`config.mk`:
```
export PLATFORM = sky130hd
export DESIGN_NAME = dpll_lock_ctrl_flat
export DESIGN_NICKNAME = d
export VERILOG_FILES = /design/src/rtl/dpll_lock_ctrl_if.sv /design/src/rtl/dpll_lock_ctrl.sv /design/src/flat_wrapper.sv
export SDC_FILE = /design/constraint.sdc
export NUM_CORES = 1
export LEC_CHECK = 0
export ABC_AREA = 0
export BUFFER_PORTS_ARGS = -buffer_cell sky130_fd_sc_hd__buf_2
export CAP_MARGIN = 20
export CORE_ASPECT_RATIO = 1.25
export CORE_MARGIN = 10
export CORE_UTILIZATION = 59
export CTS_CLUSTER_SIZE = 40
export DETAILED_ROUTE_END_ITERATION = 16
export GPL_TIMING_DRIVEN = 0
export PLACE_DENSITY = 0.78
export SLEW_MARGIN = 20
export SYNTH_ARGS = -nofsm -noshare
export SYNTH_HDL_FRONTEND = slang
export SYNTH_SLANG_ARGS = --single-unit
```
`constraint.sdc`:
```
create_clock -name clk_i -period 3.5 [get_ports clk_i]
set_clock_uncertainty 0.1 [all_clocks]
set_input_delay 0.525 -clock clk_i [delete_from_list [all_inputs] [get_ports clk_i]]
set_output_delay 0.525 -clock clk_i [all_outputs]
set_load 0.02 [all_outputs]
```
`src/rtl/dpll_lock_ctrl_if.sv`:
```
// Control/status bundle between the DPLL lock controller and its environment.
// lossCount_o exists only when DPLL_LOCK_STATS_EN is defined.
interface dpll_lock_ctrl_if;
  logic       enable_i;
  logic [6:0] divFactor_i;
  logic       forwarding_i;
  logic       slowing_i;
  logic [6:0] divFactor_o;
  logic       bypass_o;
  logic       locked_o;
  logic [1:0] state_o;
  logic       lockLost_o;
`ifdef DPLL_LOCK_STATS_EN
  logic [7:0] lossCount_o;

  modport master (
    output enable_i, divFactor_i, forwarding_i, slowing_i,
    input  divFactor_o, bypass_o, locked_o, state_o, lockLost_o, lossCount_o
  );
  modport slave (
    input  enable_i, divFactor_i, forwarding_i, slowing_i,
    output divFactor_o, bypass_o, locked_o, state_o, lockLost_o, lossCount_o
  );
`else
  modport master (
    output enable_i, divFactor_i, forwarding_i, slowing_i,
    input  divFactor_o, bypass_o, locked_o, state_o, lockLost_o
  );
  modport slave (
    input  enable_i, divFactor_i, forwarding_i, slowing_i,
    output divFactor_o, bypass_o, locked_o, state_o, lockLost_o
  );
`endif
endinterface

```
`src/rtl/dpll_lock_ctrl.sv`:
```
// DPLL lock controller: window-based correction counting drives IDLE/ACQUIRE/TRACK/LOCKED.
// Optional loss statistics output enabled by macro DPLL_LOCK_STATS_EN.
module dpll_lock_ctrl #(
  parameter int WINDOW_LEN    = 64,
  parameter int LOCK_THRESH   = 2,
  parameter int LOCK_WINDOWS  = 4,
  parameter int UNLOCK_THRESH = 8
) (
  input logic            clk_i,
  input logic            reset_i,
  dpll_lock_ctrl_if.slave bus
);

  typedef enum logic [1:0] {
    IDLE    = 2'b00,
    ACQUIRE = 2'b01,
    TRACK   = 2'b10,
    LOCKED  = 2'b11
  } state_t;

  localparam logic [15:0] WIN_LAST    = 16'(WINDOW_LEN - 1);
  localparam logic [15:0] LOCK_LIM    = 16'(LOCK_THRESH);
  localparam logic [15:0] UNLOCK_LIM  = 16'(UNLOCK_THRESH);
  localparam logic [8:0]  QUIET_GOAL  = 9'(LOCK_WINDOWS);
  localparam logic [6:0]  DIV_DEFAULT = 7'd10;

  function automatic logic [15:0] sat_inc16(input logic [15:0] v, input logic inc);
    if (inc && (v != 16'hFFFF)) return v + 16'd1;
    return v;
  endfunction

  state_t      state, state_nxt;
  logic [15:0] win_cnt, win_cnt_nxt;
  logic [15:0] corr_cnt, corr_cnt_nxt;
  logic [7:0]  quiet_cnt, quiet_cnt_nxt;
  logic [6:0]  div_q, div_nxt;
  logic        lock_lost_q, locked_q, bypass_q;
  logic        lost_nxt;
  logic        pulse, win_end, quiet_win;
  logic [15:0] eval_cnt;
  logic [8:0]  quiet_inc;

  always_ff @(posedge clk_i) begin
    if (reset_i) state <= IDLE;
    else         state <= state_nxt;
  end

  always_comb begin
    pulse     = bus.forwarding_i | bus.slowing_i;
    win_end   = (win_cnt == WIN_LAST);
    eval_cnt  = sat_inc16(corr_cnt, pulse);
    quiet_win = (eval_cnt <= LOCK_LIM);
    quiet_inc = {1'b0, quiet_cnt} + 9'd1;

    state_nxt     = state;
    quiet_cnt_nxt = quiet_cnt;
    div_nxt       = div_q;

    // Disable wins over any window-end decision made in the same cycle.
    if (!bus.enable_i) begin
      state_nxt = IDLE;
    end else begin
      case (state)
        IDLE: begin
          if (bus.divFactor_i >= 7'd2) begin
            state_nxt = ACQUIRE;
            div_nxt   = bus.divFactor_i;
          end
        end
        ACQUIRE: if (win_end) state_nxt = TRACK;
        TRACK: begin
          if (win_end) begin
            if (quiet_win) begin
              quiet_cnt_nxt = quiet_inc[7:0];
              if (quiet_inc >= QUIET_GOAL) state_nxt = LOCKED;
            end else begin
              quiet_cnt_nxt = '0;
            end
          end
        end
        LOCKED: if (win_end && (eval_cnt >= UNLOCK_LIM)) state_nxt = TRACK;
        default: state_nxt = IDLE;
      endcase
    end

    if (state_nxt != TRACK) quiet_cnt_nxt = '0;
    lost_nxt = (state == LOCKED) && (state_nxt == TRACK);

    // A state change starts a fresh window; IDLE keeps both counters parked at zero.
    if ((state_nxt != state) || (state == IDLE) || win_end) begin
      win_cnt_nxt  = '0;
      corr_cnt_nxt = '0;
    end else begin
      win_cnt_nxt  = win_cnt + 16'd1;
      corr_cnt_nxt = eval_cnt;
    end
  end

  always_ff @(posedge clk_i) begin
    if (reset_i) begin
      win_cnt     <= '0;
      corr_cnt    <= '0;
      quiet_cnt   <= '0;
      div_q       <= DIV_DEFAULT;
      lock_lost_q <= 1'b0;
      locked_q    <= 1'b0;
      bypass_q    <= 1'b1;
    end else begin
      win_cnt     <= win_cnt_nxt;
      corr_cnt    <= corr_cnt_nxt;
      quiet_cnt   <= quiet_cnt_nxt;
      div_q       <= div_nxt;
      lock_lost_q <= lost_nxt;
      locked_q    <= (state_nxt == LOCKED);
      bypass_q    <= (state_nxt == IDLE);
    end
  end

  assign bus.state_o     = state;
  assign bus.divFactor_o = div_q;
  assign bus.lockLost_o  = lock_lost_q;
  assign bus.locked_o    = locked_q;
  assign bus.bypass_o    = bypass_q;

`ifdef DPLL_LOCK_STATS_EN
  logic [7:0] loss_cnt;

  always_ff @(posedge clk_i) begin
    if (reset_i)                          loss_cnt <= '0;
    else if (lost_nxt && loss_cnt != 8'hFF) loss_cnt <= loss_cnt + 8'd1;
  end

  assign bus.lossCount_o = loss_cnt;
`endif

endmodule

```
`src/flat_wrapper.sv`:
```
// flat-port wrapper written by rule: the top's interface ports become plain ports
module dpll_lock_ctrl_flat 
#(
  parameter int WINDOW_LEN    = 64,
  parameter int LOCK_THRESH   = 2,
  parameter int LOCK_WINDOWS  = 4,
  parameter int UNLOCK_THRESH = 8
)
  (clk_i, reset_i, bus_enable_i, bus_divFactor_i, bus_forwarding_i, bus_slowing_i, bus_divFactor_o, bus_bypass_o, bus_locked_o, bus_state_o, bus_lockLost_o);
  dpll_lock_ctrl_if bus_i ();
  input logic clk_i;
  input logic reset_i;
  input wire logic [$bits(bus_i.enable_i)-1:0] bus_enable_i;
  input wire logic [$bits(bus_i.divFactor_i)-1:0] bus_divFactor_i;
  input wire logic [$bits(bus_i.forwarding_i)-1:0] bus_forwarding_i;
  input wire logic [$bits(bus_i.slowing_i)-1:0] bus_slowing_i;
  output wire logic [$bits(bus_i.divFactor_o)-1:0] bus_divFactor_o;
  output wire logic [$bits(bus_i.bypass_o)-1:0] bus_bypass_o;
  output wire logic [$bits(bus_i.locked_o)-1:0] bus_locked_o;
  output wire logic [$bits(bus_i.state_o)-1:0] bus_state_o;
  output wire logic [$bits(bus_i.lockLost_o)-1:0] bus_lockLost_o;
  assign bus_i.enable_i = bus_enable_i;
  assign bus_i.divFactor_i = bus_divFactor_i;
  assign bus_i.forwarding_i = bus_forwarding_i;
  assign bus_i.slowing_i = bus_slowing_i;
  assign bus_divFactor_o = bus_i.divFactor_o;
  assign bus_bypass_o = bus_i.bypass_o;
  assign bus_locked_o = bus_i.locked_o;
  assign bus_state_o = bus_i.state_o;
  assign bus_lockLost_o = bus_i.lockLost_o;
  dpll_lock_ctrl #(.WINDOW_LEN(WINDOW_LEN), .LOCK_THRESH(LOCK_THRESH), .LOCK_WINDOWS(LOCK_WINDOWS), .UNLOCK_THRESH(UNLOCK_THRESH)) u_core (.clk_i(clk_i), .reset_i(reset_i), .bus(bus_i));
endmodule
```
==> results of run 1 <==
flip-flops by register name, summed over array words and instances, names as in the netlist:
name and flops:
u_core.bus.locked_o 1, u_core.corr_cnt 16, u_core.quiet_cnt 8, u_core.bus.bypass_o 1, u_core.bus.lockLost_o 1, u_core.bus.state_o 2, u_core.win_cnt 16, u_core.bus.divFactor_o 7
metrics by stage:
stage                     util [%]  hold slack [ns]  instances  power [uW]
after floorplan                  -            0.326        326         652
after global placement        64.9            0.341        406         674
after detailed placement      64.9            0.352        406         675
after CTS                     67.1            0.335        414        1030
after global routing          67.1            0.332        414        1060
final                         67.1            0.339        414        1030
cell type report:
class,count,area share (%)
tap,58,2.45
sequential,52,35.1
buffer,15,3.08
timing repair buffer,22,3.71
clock buffer,6,2.78
multi-input combinational,252,51.6
inverter,7,0.885
clock inverter,2,0.464
worst register-to-register path: stages, from the launching register on:
cell and delay [ns]:
dfxtp_1 0.43, ha_1 0.24, nand3_1 0.22, nor4_2 0.29
nor2_2 0.17, a2111oi_0 0.42, a31oi_1 0.16, nor4b_4 0.56
nand3_1 0.14, a31oi_1 0.17
layer usage:
layer / GRT usage (%) / vias to the layer above
met5: 0 / -
met4: 4.26 / 0
met3: 3.20 / 10
met2: 25.9 / 35
met1: 18.2 / 1080
li1: - / 1205
synth_stat cells (7+ instances only):
cell     instances  area share (%)
and3_1          11             2.6
nand4_1          7             1.6
dfxtp_1         52              39
nor2_1          48             6.7
nand2_1         29             4.0
nand3_1         23             4.3
xor2_1          14             4.6
inv_1            7            0.98
nor3_1          11             2.0
a21oi_1         12             2.2
xnor2_1         14             4.6
cell families after synthesis:
family	Yosys count	synth area share, %
XOR/XNOR	28	9.12
buffers and inverters	22	4.37
adder cells (fa/ha/maj)	3	1.40
multiplexers	5	1.86
AND/OR/NAND/NOR	169	32.4
flip-flops	52	38.7
AO/OA/AOI/OAI	47	12.1
final timing paths:
check | start | end | slack, ns | cells past startpoint
max | u_core.corr_cnt[0] | u_core.quiet_cnt[4] | 0.53 | 9
min | bus_divFactor_i[1] | u_core.bus.divFactor_o[1] | 0.34 | 2
max reg2reg | u_core.corr_cnt[0] | u_core.quiet_cnt[4] | 0.53 | 9
min reg2reg | u_core.win_cnt[0] | u_core.win_cnt[0] | 0.37 | 1
where the power goes:
group | leakage [uW] | internal [uW] | switching [uW]
sequential | 0.000421 | 599 | 4.71
combinational | 0.000588 | 22.5 | 35.0
clock | 0.0000516 | 162 | 203
==> out/metrics.csv, run 1 <==
stage;metric;value;unit
clock_tree;root_buffer;clkbuf_8;
sta;setup_viol;0;
drt;first_pass_iters;4;
worst_setup_path;crit_path_max_fanout;10;
clock_tree;clock-sinks;52;
die;initial_core_util;60.8;%
yosys;synth_nets;341;
yosys;yosysWarningCount;0;
run;drv_cap;0;
clock_tree;cts_setup_buffers;0;
worst_setup_path;crit_slowest_cell;nor4b_4;
die;core;4430;sq um
power_and_ir_drop;ir_drop;350;uV
clock_tree;numCtsBuffers;5;
clock_tree;cts_resized;0;
yosys;avgSynthCellArea;8.25;sq um
clock_tree;clk_latency;0.31;ns
worst_setup_path;cp_num_buf_inv;0;
sta;hold_viol_final;0;
layout;nFillCells;392;
layout;register_area;1040;sq um
placement;portBuffers;22;
yosys;synth-seq-area-share;38.7;%
worst_setup_path;cpLargestDelayFamily;simple AND/OR/NAND/NOR gates;
sta;fin_crit_sh;84.9;%
sta;rsz0062_at_grt;no;
yosys;synthCells;326;
worst_hold_path;hp-class;in -> reg;
sta;slew_headroom;62.6;%
global_routing;grt_max_degree;17;
drt;routed.top_layer;met4;
die;die_area;7670;sq um
placement;routabilityCongestion;0.914;
layout;stdcell_area;2970;sq um
die;rows;27;
layout;nNetsFinal;370;
layout;antennaDiodeCount;0;
sta;fmax;0.337;GHz
drt;drc_errors;0;
sta;tightest_slew;0.561;ns
worst_setup_path;cp_slowest_stage_delay;0.56;ns
drt;drt-met1-wl;2420;um
yosys;async_flop_share;0;%
clock_tree;cts_buffer_depth;2;
layout;final_cell_mix;52 x dfxtp_1, 48 x nor2_1, 29 x nand2_1;
yosys;syn_area;2690;sq um
global_routing;track_usage;15.0;%
drt;drt-initial-drc-count;174;
clock_tree;cts_tree;yes;
drt;vias;2330;
sta;tns;0;ns
layout;multi_input_area;1530;sq um
drt;wl_met2;2920;um
layout;drive_gt1_share;14.6;%
worst_setup_path;required;3.65;ns
global_routing;grt_overflow;0;
yosys;ys_ff_latch;52;
die;die_w;80.4;um
clock_tree;h-tree-depth;2;
layout;area_delta_synth_final;10.4;%
global_routing;grt_pass1_vias;2088;
placement;hpwlAfterDp;4180;um
die;die_h;95.5;um
drt;vias_per_cell;5.63;
drt;routed_wl;5580;um
yosys;synth_ff_type;dfxtp_1;
worst_setup_path;cp_cell_sequence;ha_1, nand3_1, nor4_2, nor2_2, a2111oi_0, a31oi_1, nor4b_4, nand3_1, a31oi_1;
run_status;outcome;completed;
worst_setup_path;timing_worst_setup_path_type;reg -> reg;
drt;ant_nets;0;
die;ios;24;
clock_tree;ctsHoldBuffers;0;
global_routing;grt_pass1_wl;9500;um
global_routing;grt_antenna_before_repair;0;
placement;place_area;2870;sq um
sta;slew_violations;0;
sta;period_minus_slack;2.97;ns
worst_setup_path;cp.arrival;3.12;ns
power_and_ir_drop;leakage;0.00106;uW
worst_setup_path;cp-start-kind;register;
worst_setup_path;end_kind;register;
layout;mostFrequentLayoutCell;dfxtp_1;
sta;post-route-worst-setup-slack;0.530;ns
power_and_ir_drop;powerDensity;346;nW/um^2
drt;routed-wl-met3;143;um
yosys;synth_edf_count;0;
yosys;yosysUniqueCellTypes;53;
drt;wire_per_inst;13.5;um
placement;dp_slack;0.549;ns
clock_tree;clkSlewWorstSetupHoldPaths;0.10;ns
Note: power is estimated with default switching activity, not from simulation.
==> inputs of run 2 (changes only) <==
--- a/config.mk
+++ b/config.mk
@@ -5,16 +5,16 @@
 export SDC_FILE = /design/constraint.sdc
 export NUM_CORES = 1
 export LEC_CHECK = 0
-export ABC_AREA = 0
+export ABC_AREA = 1
 export BUFFER_PORTS_ARGS = -buffer_cell sky130_fd_sc_hd__buf_2
 export CAP_MARGIN = 20
 export CORE_ASPECT_RATIO = 1.25
 export CORE_MARGIN = 10
-export CORE_UTILIZATION = 59
+export CORE_UTILIZATION = 60
 export CTS_CLUSTER_SIZE = 40
 export DETAILED_ROUTE_END_ITERATION = 16
 export GPL_TIMING_DRIVEN = 0
-export PLACE_DENSITY = 0.78
+export PLACE_DENSITY = 0.79
 export SLEW_MARGIN = 20
 export SYNTH_ARGS = -nofsm -noshare
 export SYNTH_HDL_FRONTEND = slang
==> constraint.sdc (replaced) <==
create_clock -name clk_i -period 3 [get_ports clk_i]
set_clock_uncertainty 0.1 [all_clocks]
set_input_delay 0.45 -clock clk_i [delete_from_list [all_inputs] [get_ports clk_i]]
set_output_delay 0.45 -clock clk_i [all_outputs]
set_load 0.02 [all_outputs]
==> run 2 against run 1 <==
  * Count of clock-buffer cells in the layout shrank 1
  * Global-route usage grew 0.15 points
  * Via count grew 13%
  * Flip-flop and latch count is the same
  * Power grew 25%
  * Cell count grew 26%
  * Clock power grew 32%
  * Combinational power grew 65%
  * Critical path depth grew 13
  * Maximum frequency grew 8.6%
  * Critical endpoint is now u_core.corr_cnt[4]
==> out/metrics.csv, run 2 <==
stage;metric;value;unit;change
global_routing;grt_pass1_wl;10300;um;+8.2%
drt;vias_per_cell;5.04;;-10%
drt;vias;2636;;+13%
worst_setup_path;reg2reg_from;u_core.corr_cnt[0];;
yosys;synth_area_leaders;dfxtp_1 35%, nand2_1 14%, nor2_1 8.2%;;
sta;tns;0;ns;unchanged
die;initial_core_util;61.8;%;+1.1 points
clock_tree;clock-sinks;52;;unchanged
layout;mostFrequentLayoutCell;nand2_1;;
drt;wl_met2;2940;um;+0.51%
sta;fin_crit_sh;91.2;%;+6.3 points
drt;drc_errors;0;;unchanged
drt;routed-wl-met3;232;um;+62%
power_and_ir_drop;powerDensity;391;nW/um^2;+13%
clock_tree;cts_buffer_depth;2;;unchanged
die;core;4760;sq um;+7.7%
clock_tree;cts_tree;yes;;
worst_setup_path;rr_endpoint;u_core.corr_cnt[4];;
yosys;synth_ff_type;dfxtp_1;;
worst_setup_path;cp_num_buf_inv;3;;+3
global_routing;grt_pass1_vias;2531;;+21%
yosys;synth_top_area_share;35.3;%;-3.4 points
worst_setup_path;required;3.15;ns;-0.50 ns
layout;nFillCells;439;;+12%
yosys;synth_common_cells;110 x nand2_1, 64 x nor2_1, 60 x inv_1, 52 x dfxtp_1, 25 x nand3_1;;
die;rows;28;;+3.7%
clock_tree;clkSlewWorstSetupHoldPaths;0.10;ns;about the same
worst_setup_path;crit_path_max_fanout;10;;unchanged
sta;slew_headroom;63.5;%;+0.92 points
yosys;synth_nets;445;;+30%
yosys;yosysUniqueCellTypes;26;;-51%
global_routing;grt_max_degree;17;;unchanged
drt;drt-met1-wl;2610;um;+8.1%
run;drv_cap;0;;unchanged
worst_hold_path;hold_depth;2;;unchanged
global_routing;grt_antenna_before_repair;0;;unchanged
sta;fmax;0.366;GHz;+8.6%
yosys;synth-seq-area-share;35.3;%;-3.4 points
die;ios;24;;unchanged
worst_setup_path;r2r_setup_slack;0.26;ns;-0.27 ns
placement;hpwlAfterDp;4630;um;+11%
layout;antennaDiodeCount;0;;unchanged
worst_setup_path;r2r_cells;22;;+13
sta;slew_violations;0;;unchanged
power_and_ir_drop;ir_drop;364;uV;+4.2%
placement;place_area;3140;sq um;+9.2%
layout;final_cell_mix;110 x nand2_1, 62 x nor2_1, 60 x inv_1;;
yosys;ys_ff_latch;52;;unchanged
worst_hold_path;hp-class;in -> reg;;
global_routing;track_usage;15.2;%;+0.15 points
worst_setup_path;cp-start-kind;register;;
run_status;outcome;completed;;
placement;routabilityCongestion;0.903;;-1.1%
layout;drive_gt1_share;19.4;%;+4.8 points
drt;drt-initial-drc-count;228;;+31%
placement;portBuffers;23;;+4.5%
yosys;yosysMostFrequentCell;nand2_1;;
drt;wire_per_inst;11.2;um;-17%
worst_setup_path;cp_cell_sequence;ha_2, nand2_2, nor2_4, nand2_2, inv_2, nand2_2, nand2_4, nand2_1, nand2_1, nand2_1, nor2_1, nand2_1, nor2_1, nand3_1, nand2_1, inv_2, nand2_4, nand2_2, nand2_2, nand3_4, buf_12, nor2_4;;
yosys;synthCells;430;;+32%
clock_tree;ctsHoldBuffers;0;;unchanged
layout;stdcell_area;3280;sq um;+11%
clock_tree;clk_latency;0.30;ns;about the same
global_routing;grt_overflow;0;;unchanged
clock_tree;root_buffer;clkbuf_8;;
worst_setup_path;end_kind;register;;
sta;rsz0062_at_grt;no;;
sta;period_minus_slack;2.74;ns;-0.234 ns
yosys;yosysWarningCount;0;;unchanged
clock_tree;h-tree-depth;2;;unchanged
worst_setup_path;cp_slowest_stage_delay;0.39;ns;-0.17 ns
drt;routed.top_layer;met4;;
drt;routed_wl;5860;um;+5.1%
worst_hold_path;worstHoldStart;reset_i;;
worst_setup_path;cpLargestDelayFamily;simple AND/OR/NAND/NOR gates;;
die;die_w;82.7;um;+2.9%
layout;top_regs;u_core.corr_cnt x16, u_core.win_cnt x16, u_core.quiet_cnt x8;;
drt;first_pass_iters;4;;unchanged
die;die_h;98.4;um;+3.0%
worst_hold_path;hold_end;u_core.bus.divFactor_o[2];;
sta;tightest_slew;0.542;ns;-0.0189 ns
yosys;syn_area;2950;sq um;+9.6%
yosys;avgSynthCellArea;6.85;sq um;-17%
layout;area_delta_synth_final;11.4;%;
worst_setup_path;cp.arrival;2.89;ns;-0.23 ns
sta;hold_viol_final;0;;unchanged
sta;setup_viol;0;;unchanged
yosys;async_flop_share;0;%;unchanged
die;die_area;8130;sq um;+6.0%
layout;final_util;68.9;%;+1.8 points
power_and_ir_drop;leakage;0.00132;uW;+24%
yosys;synth_edf_count;0;;unchanged
worst_setup_path;timing_worst_setup_path_type;reg -> reg;;
yosys;yosys.area.top_type;dfxtp_1;;
drt;ant_nets;0;;unchanged
worst_setup_path;crit_slowest_cell;dfxtp_2;;
clock_tree;numCtsBuffers;5;;unchanged
layout;nNetsFinal;477;;+29%
-- run 2: stage by stage --
stage	total power, uW	setup slack (ns)	hold WS (ns)	cells
after global routing	1330	0.000711	0.249	523
after global placement	815	0.121	0.331	513
after floorplan	786	0.480	0.318	430
after CTS	1290	0.0662	0.238	521
final	1280	0.264	0.243	523
after detailed placement	817	0.0822	0.344	513
-- run 2: per-layer routing --
metal | track usage (%) | up-vias
met5 | 0 | -
met4 | 4.77 | 0
met3 | 4.04 | 6
met2 | 26.3 | 46
met1 | 17.2 | 1199
li1 | - | 1385
-- run 2: repair_timing --
item	4_1_cts	5_1_grt
gates resized for setup	0	7
setup endpoints to repair	0	39
setup buffers	0	2
-- run 2: kinds of logic after synthesis --
logic type                 share of synthesized area (%)
xor gates and xnor gates                            7.13
buffers and inverters                               9.68
and+or+nand+nor                                     42.1
adders and majority gates                           1.27
DFF                                                 35.3
AOI/OAI and AO/OA                                   4.46
-- run 2: worst max-delay path by stage --
| stage | from | end | slack (ns) | cells past startpoint |
|---|---|---|---|---|
| 3_3_place_gp | u_core.corr_cnt[0] | u_core.win_cnt[15] | 0.12 | 20 |
| 5_1_grt | u_core.corr_cnt[0] | u_core.win_cnt[2] | 0.0007 | 21 |
| 2_1_floorplan | u_core.corr_cnt[0] | u_core.win_cnt[15] | 0.48 | 20 |
| 4_1_cts | u_core.corr_cnt[0] | u_core.corr_cnt[4] | 0.07 | 20 |
| 6_report | u_core.corr_cnt[0] | u_core.corr_cnt[4] | 0.26 | 22 |
| 3_5_place_dp | u_core.corr_cnt[0] | u_core.corr_cnt[4] | 0.08 | 20 |
-- run 2: layout make-up --
cell class	count	area, sq um	share of cell area [%]
repair buffers	25	130	3.96
multi-input cells	310	1630	49.6
well taps	60	75.1	2.29
clock buffers	5	68.8	2.10
plain buffers	4	53.8	1.64
flip-flops and latches	52	1040	31.8
clock inverters	3	42.5	1.30
inverters	64	240	7.32
-- run 2: where the power goes --
part	switching, uW	internal, uW	leakage, uW
combinational	63.1	31.9	0.000839
sequential	6.58	700	0.000422
clock	235	247	0.0000541
total	305	979	0.00132
==> inputs of run 3 (changes only) <==
--- a/config.mk
+++ b/config.mk
@@ -8,13 +8,14 @@
 export ABC_AREA = 1
 export BUFFER_PORTS_ARGS = -buffer_cell sky130_fd_sc_hd__buf_2
 export CAP_MARGIN = 20
-export CORE_ASPECT_RATIO = 1.25
+export CELL_PAD_IN_SITES_DETAIL_PLACEMENT = 0
+export CELL_PAD_IN_SITES_GLOBAL_PLACEMENT = 1
 export CORE_MARGIN = 10
-export CORE_UTILIZATION = 60
+export CORE_UTILIZATION = 43
 export CTS_CLUSTER_SIZE = 40
 export DETAILED_ROUTE_END_ITERATION = 16
 export GPL_TIMING_DRIVEN = 0
-export PLACE_DENSITY = 0.79
+export PLACE_DENSITY = 0.78
 export SLEW_MARGIN = 20
 export SYNTH_ARGS = -nofsm -noshare
 export SYNTH_HDL_FRONTEND = slang
==> run 3 against run 2 <==
  * Via count down 3.4%
  * Worst setup slack improved by 0.020 ns
  * Hold slack got worse by 0.0056 ns
  * Largest power group unchanged
  * Count of clock-buffer cells in the layout stayed put
  * Cell area grew 2.3%
  * Highest routed layer unchanged
  * Sequential share of layout area fell by 0.65 points
  * Wire length is 4.2% higher
  * Global-route usage is 2.2 points lower
  * Register-to-register slack improved by 0.02 ns
  * Flip-flop and latch count unchanged
  * Maximum frequency up 0.73%
  * Clock power is 21% higher
==> out/metrics.csv, run 3 (synthesis gave the netlist of run 2 again) <==
stage;metric;value;unit;change
run;drv_cap;0;;unchanged
drt;drc_errors;0;;unchanged
sta;slew_headroom;65.2;%;+1.7 points
worst_hold_path;hp-class;in -> reg;;
sta;period_minus_slack;2.72;ns;-0.0198 ns
layout;antennaDiodeCount;0;;unchanged
layout;final_cell_mix;110 x nand2_1, 61 x nor2_1, 60 x inv_1;;
power_and_ir_drop;p_sw;318;uW;+4.2%
global_routing;grt_overflow;0;;unchanged
sta;hold_viol_final;0;;unchanged
layout;mostFrequentLayoutCell;nand2_1;;
clock_tree;numCtsBuffers;5;;unchanged
power_and_ir_drop;p_int;1070;uW;+9.1%
worst_setup_path;cpMostUsedCell;nand2_2;;
drt;ant_nets;0;;unchanged
worst_setup_path;cp_cell_sequence;ha_4, nand2_2, nor2_4, nand2_2, nor2_2, nor2_2, buf_6, nand2_1, nand2_1, nor2_1, nand3_1, nor2_2, nand3_1, nand2_1, inv_2, nand2_4, nand2_2, nand2_2, nand3_4, buf_8, nor2_4;;
worst_setup_path;crit_slowest_cell;dfxtp_2;;
sta;tightest_slew;0.517;ns;-0.0251 ns
clock_tree;h-tree-depth;2;;unchanged
drt;drt-initial-drc-count;84;;-63%
power_and_ir_drop;p_clk_share;42.1;%;+4.5 points
worst_setup_path;cp_slowest_stage_delay;0.39;ns;about the same
power_and_ir_drop;leakage;0.00134;uW;+1.8%
layout;top_regs;u_core.corr_cnt x16, u_core.win_cnt x16, u_core.quiet_cnt x8;;
die;rows;30;;+7.1%
clock_tree;cts_buffer_depth;2;;unchanged
sta;rsz0062_at_grt;no;;
layout;instances_no_fill;545;;+4.2%
layout;nNetsFinal;479;;+0.42%
placement;hpwlAfterDp;4760;um;+2.8%
worst_setup_path;reg2reg_from;u_core.corr_cnt[1];;
layout;nFillCells;706;;+61%
die;initial_core_util;43.9;%;-18 points
run_status;outcome;completed;;
worst_setup_path;cp-start-kind;register;;
worst_hold_path;hold_depth;2;;unchanged
clock_tree;root_buffer;clkbuf_8;;
sta;tns;0;ns;unchanged
worst_setup_path;timing_worst_setup_path_type;reg -> reg;;
sta;setup_viol;0;;unchanged
die;die_area;10600;sq um;+30%
placement;portBuffers;23;;unchanged
clock_tree;clock-sinks;52;;unchanged
clock_tree;cts_tree;yes;;
worst_setup_path;required;3.15;ns;about the same
clock_tree;clkSlewWorstSetupHoldPaths;0.10;ns;about the same
drt;wire_per_inst;11.2;um;about the same
drt;vias;2547;;-3.4%
layout;area_delta_synth_final;14.0;%;
layout;drive_gt1_share;20.0;%;+0.56 points
drt;first_pass_iters;4;;unchanged
sta;fin_crit_sh;90.5;%;-0.66 points
worst_setup_path;r2r_setup_slack;0.28;ns;+0.02 ns
power_and_ir_drop;p_sw_share;22.9;%;-0.82 points
worst_setup_path;rr_endpoint;u_core.corr_cnt[1];;
worst_setup_path;crit_path_max_fanout;10;;unchanged
placement;place_inst;533;;+3.9%
sta;fmax;0.368;GHz;+0.73%
clock_tree;ctsHoldBuffers;0;;unchanged
clock_tree;clk_latency;0.31;ns;about the same
placement;routabilityCongestion;0.804;;-11%
global_routing;grt_antenna_before_repair;0;;unchanged
sta;slew_violations;0;;unchanged
die;die_w;103;um;+24%
global_routing;grt_pass1_wl;11100;um;+8.0%
power_and_ir_drop;p_comb_share;6.9;%;-0.5 points
die;ios;24;;unchanged
power_and_ir_drop;powerDensity;413;nW/um^2;+5.5%
die;die_h;103;um;+4.5%
worst_setup_path;end_kind;register;;
drt;vias_per_cell;4.67;;-7.3%
power_and_ir_drop;seqPwrFrac;50.9;%;-4.1 points
worst_hold_path;worstHoldStart;reset_i;;
global_routing;grt_max_degree;18;;+1
die;core;6720;sq um;+41%
power_and_ir_drop;ir_drop;229;uV;-37%
worst_setup_path;cp.arrival;2.87;ns;-0.02 ns
worst_hold_path;hold_end;u_core.bus.divFactor_o[4];;
worst_setup_path;r2r_cells;21;;-4.5%
global_routing;track_usage;13.0;%;-2.2 points
global_routing;grt_pass1_vias;2520;;-0.43%
drt;routed_wl;6110;um;+4.2%
-- run 3: area by class of cell --
class / count / area [sq um] / share of cell area [%]
clock buffer: 5 / 68.8 / 2.05
tap: 80 / 100 / 2.98
sequential: 52 / 1050 / 31.1
multi-input combinational: 310 / 1640 / 48.8
inverter: 64 / 240 / 7.15
buffer: 4 / 48.8 / 1.45
timing repair buffer: 27 / 145 / 4.32
clock inverter: 3 / 68.8 / 2.05
-- run 3: per-layer routing --
layer	up-vias	share of wire [%]	GRT usage, %
li1	1391	-	-
met1	1123	50	16.3
met4	0	0.85	3.53
met2	28	46	21.3
met3	5	3.9	3.62
met5	-	0	0
-- run 3: timing repair --
action                     4_1_cts  5_1_grt
resized for setup                0        9
setup endpoints to repair        0       42
setup buffers                    0        4
-- run 3: worst max-delay path by stage --
stage | start | end | slack (ns)
2_1_floorplan | u_core.corr_cnt[0] | u_core.win_cnt[15] | 0.48
3_3_place_gp | u_core.corr_cnt[0] | u_core.win_cnt[15] | 0.05
3_5_place_dp | u_core.corr_cnt[0] | u_core.win_cnt[15] | 0.009
4_1_cts | u_core.corr_cnt[0] | u_core.corr_cnt[1] | 0.004
5_1_grt | u_core.corr_cnt[5] | u_core.corr_cnt[8] | 0.0003
6_report | u_core.corr_cnt[1] | u_core.corr_cnt[1] | 0.28
-- run 3: per-stage QoR --
stage	setup slack, ns	utilization [%]	hold WS (ns)	power, uW	cell area, sq um
finish	0.284	50.0	0.237	1390	3360
global route	0.000259	50.0	0.234	1450	3360
CTS	0.00400	49.1	0.233	1410	3300
detailed placement	0.00938	47.1	0.344	817	3160
global placement	0.0481	47.1	0.334	816	3160
floorplan	0.480	-	0.318	786	2950
-- run 3: worst max-delay path: cells and delay by family (launching register included) --
| family | cells | cell delay (ns) |
|---|---|---|
| buffers and inverters | 3 | 0.40 |
| AND/OR/NAND/NOR | 17 | 1.59 |
| flip-flops | 1 | 0.39 |
| adder cells (fa/ha/maj) | 1 | 0.16 |
-- run 3: power groups by stage --
| stage | Sequential [uW] | Combinational [uW] | Clock [uW] |
|---|---|---|---|
| 2_1_floorplan | 732 | 54.0 | 0 |
| 3_3_place_gp | 722 | 94.0 | 0 |
| 3_5_place_dp | 723 | 94.4 | 0 |
| 4_1_cts | 707 | 94.5 | 606 |
| 5_1_grt | 708 | 109 | 635 |
| 6_report | 706 | 96.2 | 584 |
